--- config.mk ---
export PLATFORM = sky130hd
export DESIGN_NAME = game_state_tx_flat
export DESIGN_NICKNAME = d
export VERILOG_FILES = /design/src/rtl/game_state_tx_if.sv /design/src/rtl/game_state_tx.sv /design/src/flat_wrapper.sv
export SDC_FILE = /design/constraint.sdc
export NUM_CORES = 1
export LEC_CHECK = 0
export BUFFER_PORTS_ARGS = -buffer_cell sky130_fd_sc_hd__buf_2
export CAP_MARGIN = 10
export CORE_MARGIN = 8
export CORE_UTILIZATION = 30
export CTS_BUF_LIST = sky130_fd_sc_hd__clkbuf_2 sky130_fd_sc_hd__clkbuf_4 sky130_fd_sc_hd__clkbuf_8
export DETAILED_ROUTE_END_ITERATION = 12
export PLACE_DENSITY = 0.61
export SLEW_MARGIN = 0
export SYNTH_ARGS = -nofsm -noshare
export SYNTH_HDL_FRONTEND = slang
export SYNTH_SLANG_ARGS = --single-unit
export TNS_END_PERCENT = 50
--- constraint.sdc ---
create_clock -name clock -period 100.9 [get_ports clock]
set_input_delay 5.045 -clock clock [delete_from_list [all_inputs] [get_ports clock]]
set_output_delay 5.045 -clock clock [all_outputs]
set_load 0.1 [all_outputs]
--- src/rtl/game_state_tx_if.sv ---
// game_state_tx_if: snapshot request inputs and UART/status outputs of the state-sync transmitter
interface game_state_tx_if;
   logic                   frame_update;
   logic                   tx_enable;
   logic [1:0]             local_player_ID;
   logic [2:0]             game_state;
   logic [7:0]             time_left;
   logic [9:0]             point_total;
   logic [1:0]             player_direction;
   logic [8:0]             player_loc_x;
   logic [8:0]             player_loc_y;
   logic [3:0]             player_state;
   logic [7:0][12:0][3:0]  object_grid;
   logic                   tx;
   logic                   busy;
   logic                   frame_done;
   logic [7:0]             frames_dropped;
   modport master (
      output frame_update, tx_enable, local_player_ID, game_state, time_left, point_total,
             player_direction, player_loc_x, player_loc_y, player_state, object_grid,
      input  tx, busy, frame_done, frames_dropped
   );
   modport slave (
      input  frame_update, tx_enable, local_player_ID, game_state, time_left, point_total,
             player_direction, player_loc_x, player_loc_y, player_state, object_grid,
      output tx, busy, frame_done, frames_dropped
   );
endinterface

--- src/rtl/game_state_tx.sv ---
// game_state_tx: latches a game-state snapshot and sends it as a 61-byte UART 8N1 packet
module game_state_tx #(
   parameter int          CLKS_PER_BIT = 868,
   parameter logic [7:0]  SYNC_BYTE    = 8'hA5
) (
   input  logic            clock,
   input  logic            reset,
   game_state_tx_if.slave  bus
);
   typedef enum logic [1:0] {IDLE, START, DATA, STOP} state_t;
   state_t          state;
   logic [15:0]     cnt;
   logic [2:0]      bit_idx;
   logic [5:0]      byte_idx, nxt_idx, grid_k;
   logic [7:0]      shreg, chk, cur_byte;
   logic            bit_end;
   logic [1:0]      s_id, s_dir;
   logic [2:0]      s_gs;
   logic [7:0]      s_time;
   logic [9:0]      s_pts;
   logic [8:0]      s_x, s_y;
   logic [3:0]      s_pst;
   logic [51:0][7:0] s_grid;
   assign bit_end = cnt == 16'(CLKS_PER_BIT - 1);
   assign nxt_idx = byte_idx + 6'd1;
   assign grid_k  = nxt_idx - 6'd8;
   // mux selects the byte about to be loaded, i.e. the one after byte_idx
   always_comb begin
      cur_byte = s_grid[grid_k];
      case (nxt_idx)
         6'd1:    cur_byte = {s_id, 3'b000, s_gs};
         6'd2:    cur_byte = s_time;
         6'd3:    cur_byte = s_pts[7:0];
         6'd4:    cur_byte = {s_dir, s_pst, s_pts[9:8]};
         6'd5:    cur_byte = s_x[7:0];
         6'd6:    cur_byte = s_y[7:0];
         6'd7:    cur_byte = {6'b0, s_y[8], s_x[8]};
         6'd60:   cur_byte = chk;
         default: ;
      endcase
   end
   always_ff @(posedge clock) begin
      if (reset) begin
         state              <= IDLE;
         cnt                <= '0;
         bit_idx            <= '0;
         byte_idx           <= '0;
         shreg              <= '0;
         chk                <= '0;
         bus.tx             <= 1'b1;
         bus.busy           <= 1'b0;
         bus.frame_done     <= 1'b0;
         bus.frames_dropped <= '0;
      end else begin
         bus.frame_done <= 1'b0;
         if (bus.frame_update && bus.tx_enable && bus.busy && bus.frames_dropped != 8'hFF)
            bus.frames_dropped <= bus.frames_dropped + 8'd1;
         cnt <= (state == IDLE || bit_end) ? '0 : cnt + 16'd1;
         case (state)
            IDLE: if (bus.frame_update && bus.tx_enable && !bus.busy) begin
               s_id     <= bus.local_player_ID;
               s_gs     <= bus.game_state;
               s_time   <= bus.time_left;
               s_pts    <= bus.point_total;
               s_dir    <= bus.player_direction;
               s_x      <= bus.player_loc_x;
               s_y      <= bus.player_loc_y;
               s_pst    <= bus.player_state;
               s_grid   <= bus.object_grid;
               state    <= START;
               bus.busy <= 1'b1;
               bus.tx   <= 1'b0;
               byte_idx <= '0;
               chk      <= '0;
               shreg    <= SYNC_BYTE;
            end
            START: if (bit_end) begin
               state   <= DATA;
               bit_idx <= '0;
               bus.tx  <= shreg[0];
               shreg   <= shreg >> 1;
            end
            DATA: if (bit_end) begin
               bit_idx <= bit_idx + 3'd1;
               bus.tx  <= (bit_idx == 3'd7) ? 1'b1 : shreg[0];
               shreg   <= shreg >> 1;
               if (bit_idx == 3'd7) state <= STOP;
            end
            STOP: if (bit_end) begin
               if (byte_idx < 6'd60) begin
                  byte_idx <= nxt_idx;
                  state    <= START;
                  bus.tx   <= 1'b0;
                  shreg    <= cur_byte;
                  if (nxt_idx != 6'd60) chk <= chk ^ cur_byte;
               end else begin
                  state          <= IDLE;
                  bus.busy       <= 1'b0;
                  bus.frame_done <= 1'b1;
               end
            end
            default: state <= IDLE;
         endcase
      end
   end
endmodule

--- src/flat_wrapper.sv ---
// flat-port wrapper written by rule: the top's interface ports become plain ports
module game_state_tx_flat 
#(
   parameter int          CLKS_PER_BIT = 868,
   parameter logic [7:0]  SYNC_BYTE    = 8'hA5
)
  (clock, reset, bus_frame_update, bus_tx_enable, bus_local_player_ID, bus_game_state, bus_time_left, bus_point_total, bus_player_direction, bus_player_loc_x, bus_player_loc_y, bus_player_state, bus_object_grid, bus_tx, bus_busy, bus_frame_done, bus_frames_dropped);
  game_state_tx_if bus_i ();
  input  logic clock;
  input  logic reset;
  input wire logic [$bits(bus_i.frame_update)-1:0] bus_frame_update;
  input wire logic [$bits(bus_i.tx_enable)-1:0] bus_tx_enable;
  input wire logic [$bits(bus_i.local_player_ID)-1:0] bus_local_player_ID;
  input wire logic [$bits(bus_i.game_state)-1:0] bus_game_state;
  input wire logic [$bits(bus_i.time_left)-1:0] bus_time_left;
  input wire logic [$bits(bus_i.point_total)-1:0] bus_point_total;
  input wire logic [$bits(bus_i.player_direction)-1:0] bus_player_direction;
  input wire logic [$bits(bus_i.player_loc_x)-1:0] bus_player_loc_x;
  input wire logic [$bits(bus_i.player_loc_y)-1:0] bus_player_loc_y;
  input wire logic [$bits(bus_i.player_state)-1:0] bus_player_state;
  input wire logic [$bits(bus_i.object_grid)-1:0] bus_object_grid;
  output wire logic [$bits(bus_i.tx)-1:0] bus_tx;
  output wire logic [$bits(bus_i.busy)-1:0] bus_busy;
  output wire logic [$bits(bus_i.frame_done)-1:0] bus_frame_done;
  output wire logic [$bits(bus_i.frames_dropped)-1:0] bus_frames_dropped;
  assign bus_i.frame_update = bus_frame_update;
  assign bus_i.tx_enable = bus_tx_enable;
  assign bus_i.local_player_ID = bus_local_player_ID;
  assign bus_i.game_state = bus_game_state;
  assign bus_i.time_left = bus_time_left;
  assign bus_i.point_total = bus_point_total;
  assign bus_i.player_direction = bus_player_direction;
  assign bus_i.player_loc_x = bus_player_loc_x;
  assign bus_i.player_loc_y = bus_player_loc_y;
  assign bus_i.player_state = bus_player_state;
  assign bus_i.object_grid = bus_object_grid;
  assign bus_tx = bus_i.tx;
  assign bus_busy = bus_i.busy;
  assign bus_frame_done = bus_i.frame_done;
  assign bus_frames_dropped = bus_i.frames_dropped;
  game_state_tx #(.CLKS_PER_BIT(CLKS_PER_BIT), .SYNC_BYTE(SYNC_BYTE)) u_core (.clock(clock), .reset(reset), .bus(bus_i));
endmodule
==> flow_metrics.env, run 1 <==
export IMPL_tritoncts="done"
export IMPL_multi_input_area_mm2=0.00536
export IMPL_grt_max_degree=211
export IMPL_instances_no_fill=2739
export IMPL_power_switching_uw=125
export IMPL_post_cts_setup_buffer_count=0
export IMPL_synth_edff_count=463
export IMPL_clock_sinks=517
export IMPL_fp_dieH_um=279
export IMPL_crit_path_max_fanout=88
export IMPL_max_slew_margin=0.0578
export IMPL_cpMaxStageDelayCell="buf_4"
export IMPL_synth_distinct_cells=71
export IMPL_worstPathRequired_ps=101190
export IMPL_fin_crit_ps=7810
export IMPL_sequentialPowerShare=0.520
export IMPL_drc_errors=0
export IMPL_yosys_area_top_type="edfxtp_1"
export IMPL_rr_worst_depth=9
export IMPL_setup_worst_path_start="reset"
export IMPL_syn_area_per_cell_um2=16.7
export IMPL_timing_setup_tns_ps=0
export IMPL_routedWlPerCell_um=23.5
export IMPL_hold_depth=2
export IMPL_dieWidth_um=279
export IMPL_clkLatencyLatePin_ps=690
export IMPL_rr_endpoint="u_core.chk[6]"
export IMPL_core_area_mm2=0.0685
export IMPL_cpMostUsedCell="buf_4"
export IMPL_synthTopCellsByCount="edfxtp_1 (463), nand2_1 (140), mux4_2 (84)"
export IMPL_ys_ff_latch=517
export IMPL_worst_pin_slew_ps=1410
export IMPL_clkTransAtPathRegs_ps=60
export IMPL_status="completed"
export IMPL_worstPathArrival_ps=8100
export IMPL_drt_initial_drc_count=984
export IMPL_cts_made_buffers=89
export IMPL_cp_cell_sequence="buf_2, nor3_2, buf_4, buf_4, buf_4"
export IMPL_postCtsResizedCells=0
export IMPL_first_pass_iters=5
export IMPL_slowest_delay_ps=960
export IMPL_grtUsageTotal=0.160
export IMPL_path_class="primary input to register"
export IMPL_maxCapViolCount=0
export IMPL_intPower_uw=375
export IMPL_final_antenna_net_count=0
export IMPL_rows=96
export IMPL_gp_congestion=0.845
export IMPL_fmax_mhz=128
export IMPL_synth_warnings=0
export IMPL_initial_utilization=0.302
export IMPL_ff_latch_area_mm2=0.0150
export IMPL_via_per_inst=4.81
export IMPL_holdPathEnd="u_core.bit_idx[1]"
export IMPL_ys_seq_area_frac=0.725
export IMPL_setup_viol=0
export IMPL_fillers=6440
export IMPL_portBuffers=477
export IMPL_syn_nets=1715
export IMPL_min_period_over_period=0.0774
export IMPL_sw_frac_of_total=0.250
export IMPL_p_clk_frac=0.384
export IMPL_syn_to_final_growth_pct=25.5
export IMPL_numPlacedInstances=2555
export IMPL_critPathLaunchType="primary input"
export IMPL_r2r_setup_slack_ps=96600
export IMPL_fin_skew_ps=40.8
export IMPL_synthTopCellsByArea="edfxtp_1 (67%), mux4_2 (9.1%), dfxtp_1 (5.2%)"
export IMPL_clockRootBuffer="clkbuf_8"
export IMPL_synthFlopType="edfxtp_1"
export IMPL_overflow=0
export IMPL_hold_viol=0
export IMPL_boundaryPins=478
export IMPL_ir_worst_vdd_mv=0.0121
export IMPL_cp_end_kind="register"
export IMPL_combPwrFrac=0.097
export IMPL_reg2reg_from="u_core.byte_idx[0]"
export IMPL_grt_pass1_vias=14400
export IMPL_rsz0062_at_grt="false"
export IMPL_yosysTopAreaCellShare=0.672
export IMPL_cts_hold_buf=0
export IMPL_layout_drive_gt1_share=0.409
export IMPL_synthArstFlopShare=0
export IMPL_final_nets=2244
export IMPL_clockBufferDepth=3
export IMPL_hold_start="u_core.bit_idx[1]"
export IMPL_dieArea_mm2=0.0776
export IMPL_netlist_instances=1235
export IMPL_hpwl_um=47200
export IMPL_finalWirelength_um=64400
export IMPL_vias=13200
export IMPL_synth_most_common_cell="edfxtp_1"
export IMPL_drv_slew=0
export IMPL_antenna_found_initial=24
export IMPL_syn_area_mm2=0.0207
export IMPL_htree_levels=3
export IMPL_grt_pass1_wl_um=91900
export IMPL_power_leakage_nw=9.20
export IMPL_p_per_area_mw_per_mm2=19.3
export IMPL_worst_hold_path_type="register to register"
-- area by class of cell --
type	count	share of cell area
multi-input cells	641	0.207
repair buffers	501	0.0995
diodes	21	0.00203
flip-flops and latches	517	0.578
clock buffers	122	0.0582
well taps	882	0.0425
inverters	14	0.00203
clock inverters	41	0.0114
-- how the worst max path moves through the flow --
stage | slack, ps | to | cells past startpoint
detailed placement | 92430 | u_core.s_grid[141] | 5
global route | 92960 | u_core.s_grid[4] | 5
finish | 93090 | u_core.s_grid[320] | 5
global placement | 92610 | u_core.s_grid[207] | 5
floorplan | 62410 | u_core.s_dir[0] | 2
CTS | 93190 | u_core.s_grid[77] | 5
-- kinds of logic after synthesis --
family | Yosys count | synth area share
AO/OA/AOI/OAI | 155 | 0.0531
XOR/XNOR | 26 | 0.0132
adder cells (fa/ha/maj) | 13 | 0.00787
buffers and inverters | 77 | 0.0182
flip-flops | 517 | 0.725
multiplexers | 115 | 0.106
AND/OR/NAND/NOR | 332 | 0.0765
-- power by group through the flow --
stage	Clock, mW	Sequential [mW]	Combinational [mW]
2_1_floorplan	0	0.287	0.0265
3_3_place_gp	0	0.263	0.0471
3_5_place_dp	0	0.264	0.0485
4_1_cts	0.198	0.260	0.0487
5_1_grt	0.207	0.261	0.0531
6_report	0.192	0.260	0.0483
-- cells in the final DEF (no fill, tap or decap), types with 12 or more instances in the layout --
master,n
nand4_1,14
clkbuf_4,27
nand2_1,140
ha_1,12
mux4_2,84
buf_4,23
clkbuf_8,95
clkinv_2,13
mux2i_1,31
clkinv_1,17
buf_2,477
inv_1,14
diode_2,21
nor3_1,16
dfxtp_1,53
edfxtp_1,463
nor2_1,57
a21oi_1,37
a22oi_1,20
o21ai_0,19
nand3_1,43
-- registers in the layout, indices dropped and copies added, names as in the netlist, 4 cells and up --
name,flops
u_core.s_grid,416
u_core.cnt,16
u_core.s_pts,10
u_core.s_x,9
u_core.s_y,9
u_core.bus.frames_dropped,8
u_core.chk,8
u_core.s_time,8
u_core.shreg,8
u_core.byte_idx,6
u_core.s_pst,4
-- routing by layer --
layer	wire (µm)	GRT usage	share of wire
met1	25100	0.186	0.39
met2	33800	0.280	0.52
met3	3730	0.0416	0.058
met4	1720	0.0639	0.027
met5	0	0	0
-- worst max-delay path, delay by kind of cell --
kind	cells	cell delay, ps
and+or+nand+nor	1	410
buffers and inverters	4	2470
-- per-stage QoR --
stage / instance area (µm²) / hold slack [ps] / power [mW] / setup WS [ps] / util
2_1_floorplan: 20700 / 430 / 0.313 / 62410 / -
3_3_place_gp: 24100 / 438 / 0.310 / 92610 / 0.352
3_5_place_dp: 24100 / 454 / 0.313 / 92430 / 0.352
4_1_cts: 25900 / 465 / 0.506 / 93190 / 0.378
5_1_grt: 25900 / 505 / 0.521 / 92960 / 0.379
6_report: 25900 / 469 / 0.500 / 93090 / 0.379
(Power assumes the default switching activity.)
==> run 2: changes to the inputs <==
--- a/config.mk
+++ b/config.mk
@@ -5,13 +5,14 @@
 export SDC_FILE = /design/constraint.sdc
 export NUM_CORES = 1
 export LEC_CHECK = 0
+export ABC_AREA = 1
 export BUFFER_PORTS_ARGS = -buffer_cell sky130_fd_sc_hd__buf_2
 export CAP_MARGIN = 10
 export CORE_MARGIN = 8
 export CORE_UTILIZATION = 30
 export CTS_BUF_LIST = sky130_fd_sc_hd__clkbuf_2 sky130_fd_sc_hd__clkbuf_4 sky130_fd_sc_hd__clkbuf_8
 export DETAILED_ROUTE_END_ITERATION = 12
-export PLACE_DENSITY = 0.61
+export PLACE_DENSITY = 0.6
 export SLEW_MARGIN = 0
 export SYNTH_ARGS = -nofsm -noshare
 export SYNTH_HDL_FRONTEND = slang
==> constraint.sdc (replaced) <==
create_clock -name clock -period 7.5 [get_ports clock]
set_input_delay 0.375 -clock clock [delete_from_list [all_inputs] [get_ports clock]]
set_output_delay 0.375 -clock clock [all_outputs]
set_load 0.1 [all_outputs]
==> flow_metrics.env, run 2 <==
export IMPL_slowest_delay_ps=680
export IMPL_place_area_mm2=0.0247
export IMPL_grt_pass1_wl_um=121000
export IMPL_yosys_area_top_type="edfxtp_1"
export IMPL_combPwrFrac=0.159
export IMPL_crit_path_max_fanout=71
export IMPL_final_cell_mix="nand2_1 (530), buf_2 (477), dlygate4sd3_1 (463), edfxtp_1 (463), nand3_1 (272)"
export IMPL_reg2reg_from="u_core.byte_idx[0]"
export IMPL_layout_commonest_cell="nand2_1"
export IMPL_cpMaxStageDelayCell="inv_4"
export IMPL_drv_slew=0
export IMPL_routedWlPerCell_um=20.9
export IMPL_core_area_mm2=0.0710
export IMPL_rsz0062_at_grt="false"
export IMPL_drc_errors=0
export IMPL_synth_most_common_cell="nand2_1"
export IMPL_finalWirelength_um=82000
export IMPL_dieArea_mm2=0.0801
export IMPL_status="completed"
export IMPL_tritoncts="done"
export IMPL_dieWidth_um=283
export IMPL_r2r_setup_slack_ps=3500
export IMPL_cp_cell_sequence="inv_6, ha_4, inv_4, buf_4, nand3_1, nand2_1, nor2_1, a21oi_1, nand3_1, nand3_1, nand3_2, nand3_1, nand2_1, inv_1, nor2_1"
export IMPL_layout_drive_gt1_share=0.229
export IMPL_vias=18700
export IMPL_overflow=0
export IMPL_via_per_inst=4.75
export IMPL_grt_max_degree=185
export IMPL_path_class="register to register"
export IMPL_fillers=6372
export IMPL_synth_distinct_cells=45
export IMPL_sw_frac_of_total=0.285
export IMPL_p_per_area_mw_per_mm2=234
export IMPL_htree_levels=3
export IMPL_synth_warnings=0
export IMPL_largest_reg_flops=416
export IMPL_hold_viol=0
export IMPL_ir_worst_vdd_mv=0.143
export IMPL_synthTopCellsByCount="nand2_1 (531), edfxtp_1 (463), nand3_1 (272)"
export IMPL_rr_endpoint="u_core.chk[7]"
export IMPL_drt_initial_drc_count=1496
export IMPL_synth_edff_count=463
export IMPL_fin_crit_ps=4000
export IMPL_finalPower_mw=7.29
export IMPL_sequentialPowerShare=0.483
export IMPL_top_register="u_core.s_grid"
export IMPL_grtUsageTotal=0.196
export IMPL_netlist_instances=1929
export IMPL_clock_sinks=517
export IMPL_ys_ff_latch=517
export IMPL_worst_hold_path_type="primary input to register"
export IMPL_post_cts_setup_buffer_count=0
export IMPL_final_nets=3361
export IMPL_syn_to_final_growth_pct=45.8
export IMPL_synthFlopType="edfxtp_1"
export IMPL_syn_area_per_cell_um2=11.1
export IMPL_cts_made_buffers=91
export IMPL_ys_seq_area_frac=0.700
export IMPL_fmax_mhz=250
export IMPL_hold_depth=2
export IMPL_antenna_found_initial=23
export IMPL_yosysTopAreaCellShare=0.650
export IMPL_clockRootBuffer="clkbuf_8"
export IMPL_intPower_mw=5.21
export IMPL_timing_hold_ws_ps=143
export IMPL_synthTopCellsByArea="edfxtp_1 (65%), nand2_1 (9.3%), nand3_1 (6.4%)"
export IMPL_syn_nets=2409
export IMPL_clkLatencyLatePin_ps=710
export IMPL_largest_registers="u_core.s_grid (416), u_core.cnt (16), u_core.s_pts (10)"
export IMPL_grt_pass1_vias=19900
export IMPL_stdcell_area_mm2=0.0312
export IMPL_final_antenna_net_count=0
export IMPL_gp_congestion=0.841
export IMPL_hpwl_um=52500
export IMPL_crit_end="u_core.chk[7]"
export IMPL_min_period_over_period=0.534
export IMPL_clkTransAtPathRegs_ps=70
export IMPL_max_slew_margin=0.177
export IMPL_clockBufferDepth=3
export IMPL_critPathLaunchType="register"
export IMPL_setup_viol=0
export IMPL_p_clk_frac=0.357
export IMPL_worstPathRequired_ps=8090
export IMPL_final_util=0.439
export IMPL_ff_latch_area_mm2=0.0150
export IMPL_fin_skew_ps=33.7
export IMPL_cp_end_kind="register"
export IMPL_first_pass_iters=7
export IMPL_rr_worst_depth=15
export IMPL_worst_pin_slew_ps=1230
export IMPL_cpMostUsedCell="nand3_1"
export IMPL_synthArstFlopShare=0
export IMPL_maxCapViolCount=0
export IMPL_initial_utilization=0.301
export IMPL_portBuffers=477
export IMPL_power_leakage_nw=12.2
export IMPL_setup_worst_path_start="u_core.byte_idx[0]"
export IMPL_fp_dieH_um=283
export IMPL_worstPathArrival_ps=4590
export IMPL_syn_area_mm2=0.0214
export IMPL_multi_input_area_mm2=0.00564
export IMPL_power_switching_mw=2.08
export IMPL_boundaryPins=478
export IMPL_rows=98
==> run 2: cell type report <==
cell class                      instances  area share
Tap cell                              950      0.0381
Inverter                               95      0.0117
Timing Repair Buffer                  951       0.229
Antenna cell                           24     0.00193
Sequential cell                       517       0.481
Multi-Input combinational cell       1225       0.181
Clock inverter                         57      0.0122
Clock buffer                          113      0.0455
==> run 2: logic make-up (layout without fill, tap and decap cells) <==
family / Yosys count / in the layout / synth area share
buf+inv: 187 / 1216 / 0.0375
xor+xnor: 3 / 3 / 0.00123
flops: 517 / 517 / 0.700
simple gates: 1033 / 1033 / 0.208
fa+ha+maj: 13 / 13 / 0.00760
other cells: 0 / 24 / 0
compound gates: 176 / 176 / 0.0456
==> run 2: worst min path at each step <==
stage / start / end
6_report: reset / u_core.byte_idx[5]
5_1_grt: reset / u_core.byte_idx[2]
4_1_cts: reset / u_core.byte_idx[2]
3_5_place_dp: u_core.cnt[0] / u_core.cnt[0]
3_3_place_gp: u_core.cnt[0] / u_core.cnt[0]
2_1_floorplan: u_core.cnt[0] / u_core.cnt[0]
==> run 2: worst max-delay path: cells and delay by family (launching register included) <==
family                     cells  cell delay (ps)
DFF                            1              610
adders and majority gates      1              540
and+or+nand+nor                9              910
buffers and inverters          4             1600
AOI/OAI and AO/OA              1              130
==> run 2: power by group through the flow <==
| stage | logic (mW) | registers, mW | clock network [mW] |
|---|---|---|---|
| floorplan | 0.524 | 3.65 | 0 |
| global placement | 0.951 | 3.57 | 0 |
| detailed placement | 0.960 | 3.57 | 0 |
| CTS | 1.16 | 3.52 | 2.66 |
| global route | 1.27 | 3.54 | 2.78 |
| finish | 1.16 | 3.52 | 2.60 |
==> run 2: repair_timing <==
item                       4_1_cts  5_1_grt
hold endpoints to repair       463        0
setup endpoints to repair        0        0
hold buffers                   463        0
resized for setup                0        0
==> run 2: through the flow <==
stage / setup WS [ps] / cells / setup TNS [ps]
2_1_floorplan: -482 / 1929 / -223210
3_3_place_gp: 3420 / 3275 / 0
3_5_place_dp: 3380 / 3275 / 0
4_1_cts: 3360 / 3908 / 0
5_1_grt: 3120 / 3928 / 0
6_report: 3500 / 3932 / 0
==> run 2: metal layers <==
layer | vias up | wire length (µm) | global-route usage
met3 | 220 | 4940 | 0.0435
met5 | - | 0 | 0
met4 | 0 | 3480 | 0.0902
li1 | 8659 | - | -
met2 | 855 | 41700 | 0.345
met1 | 8953 | 31900 | 0.226
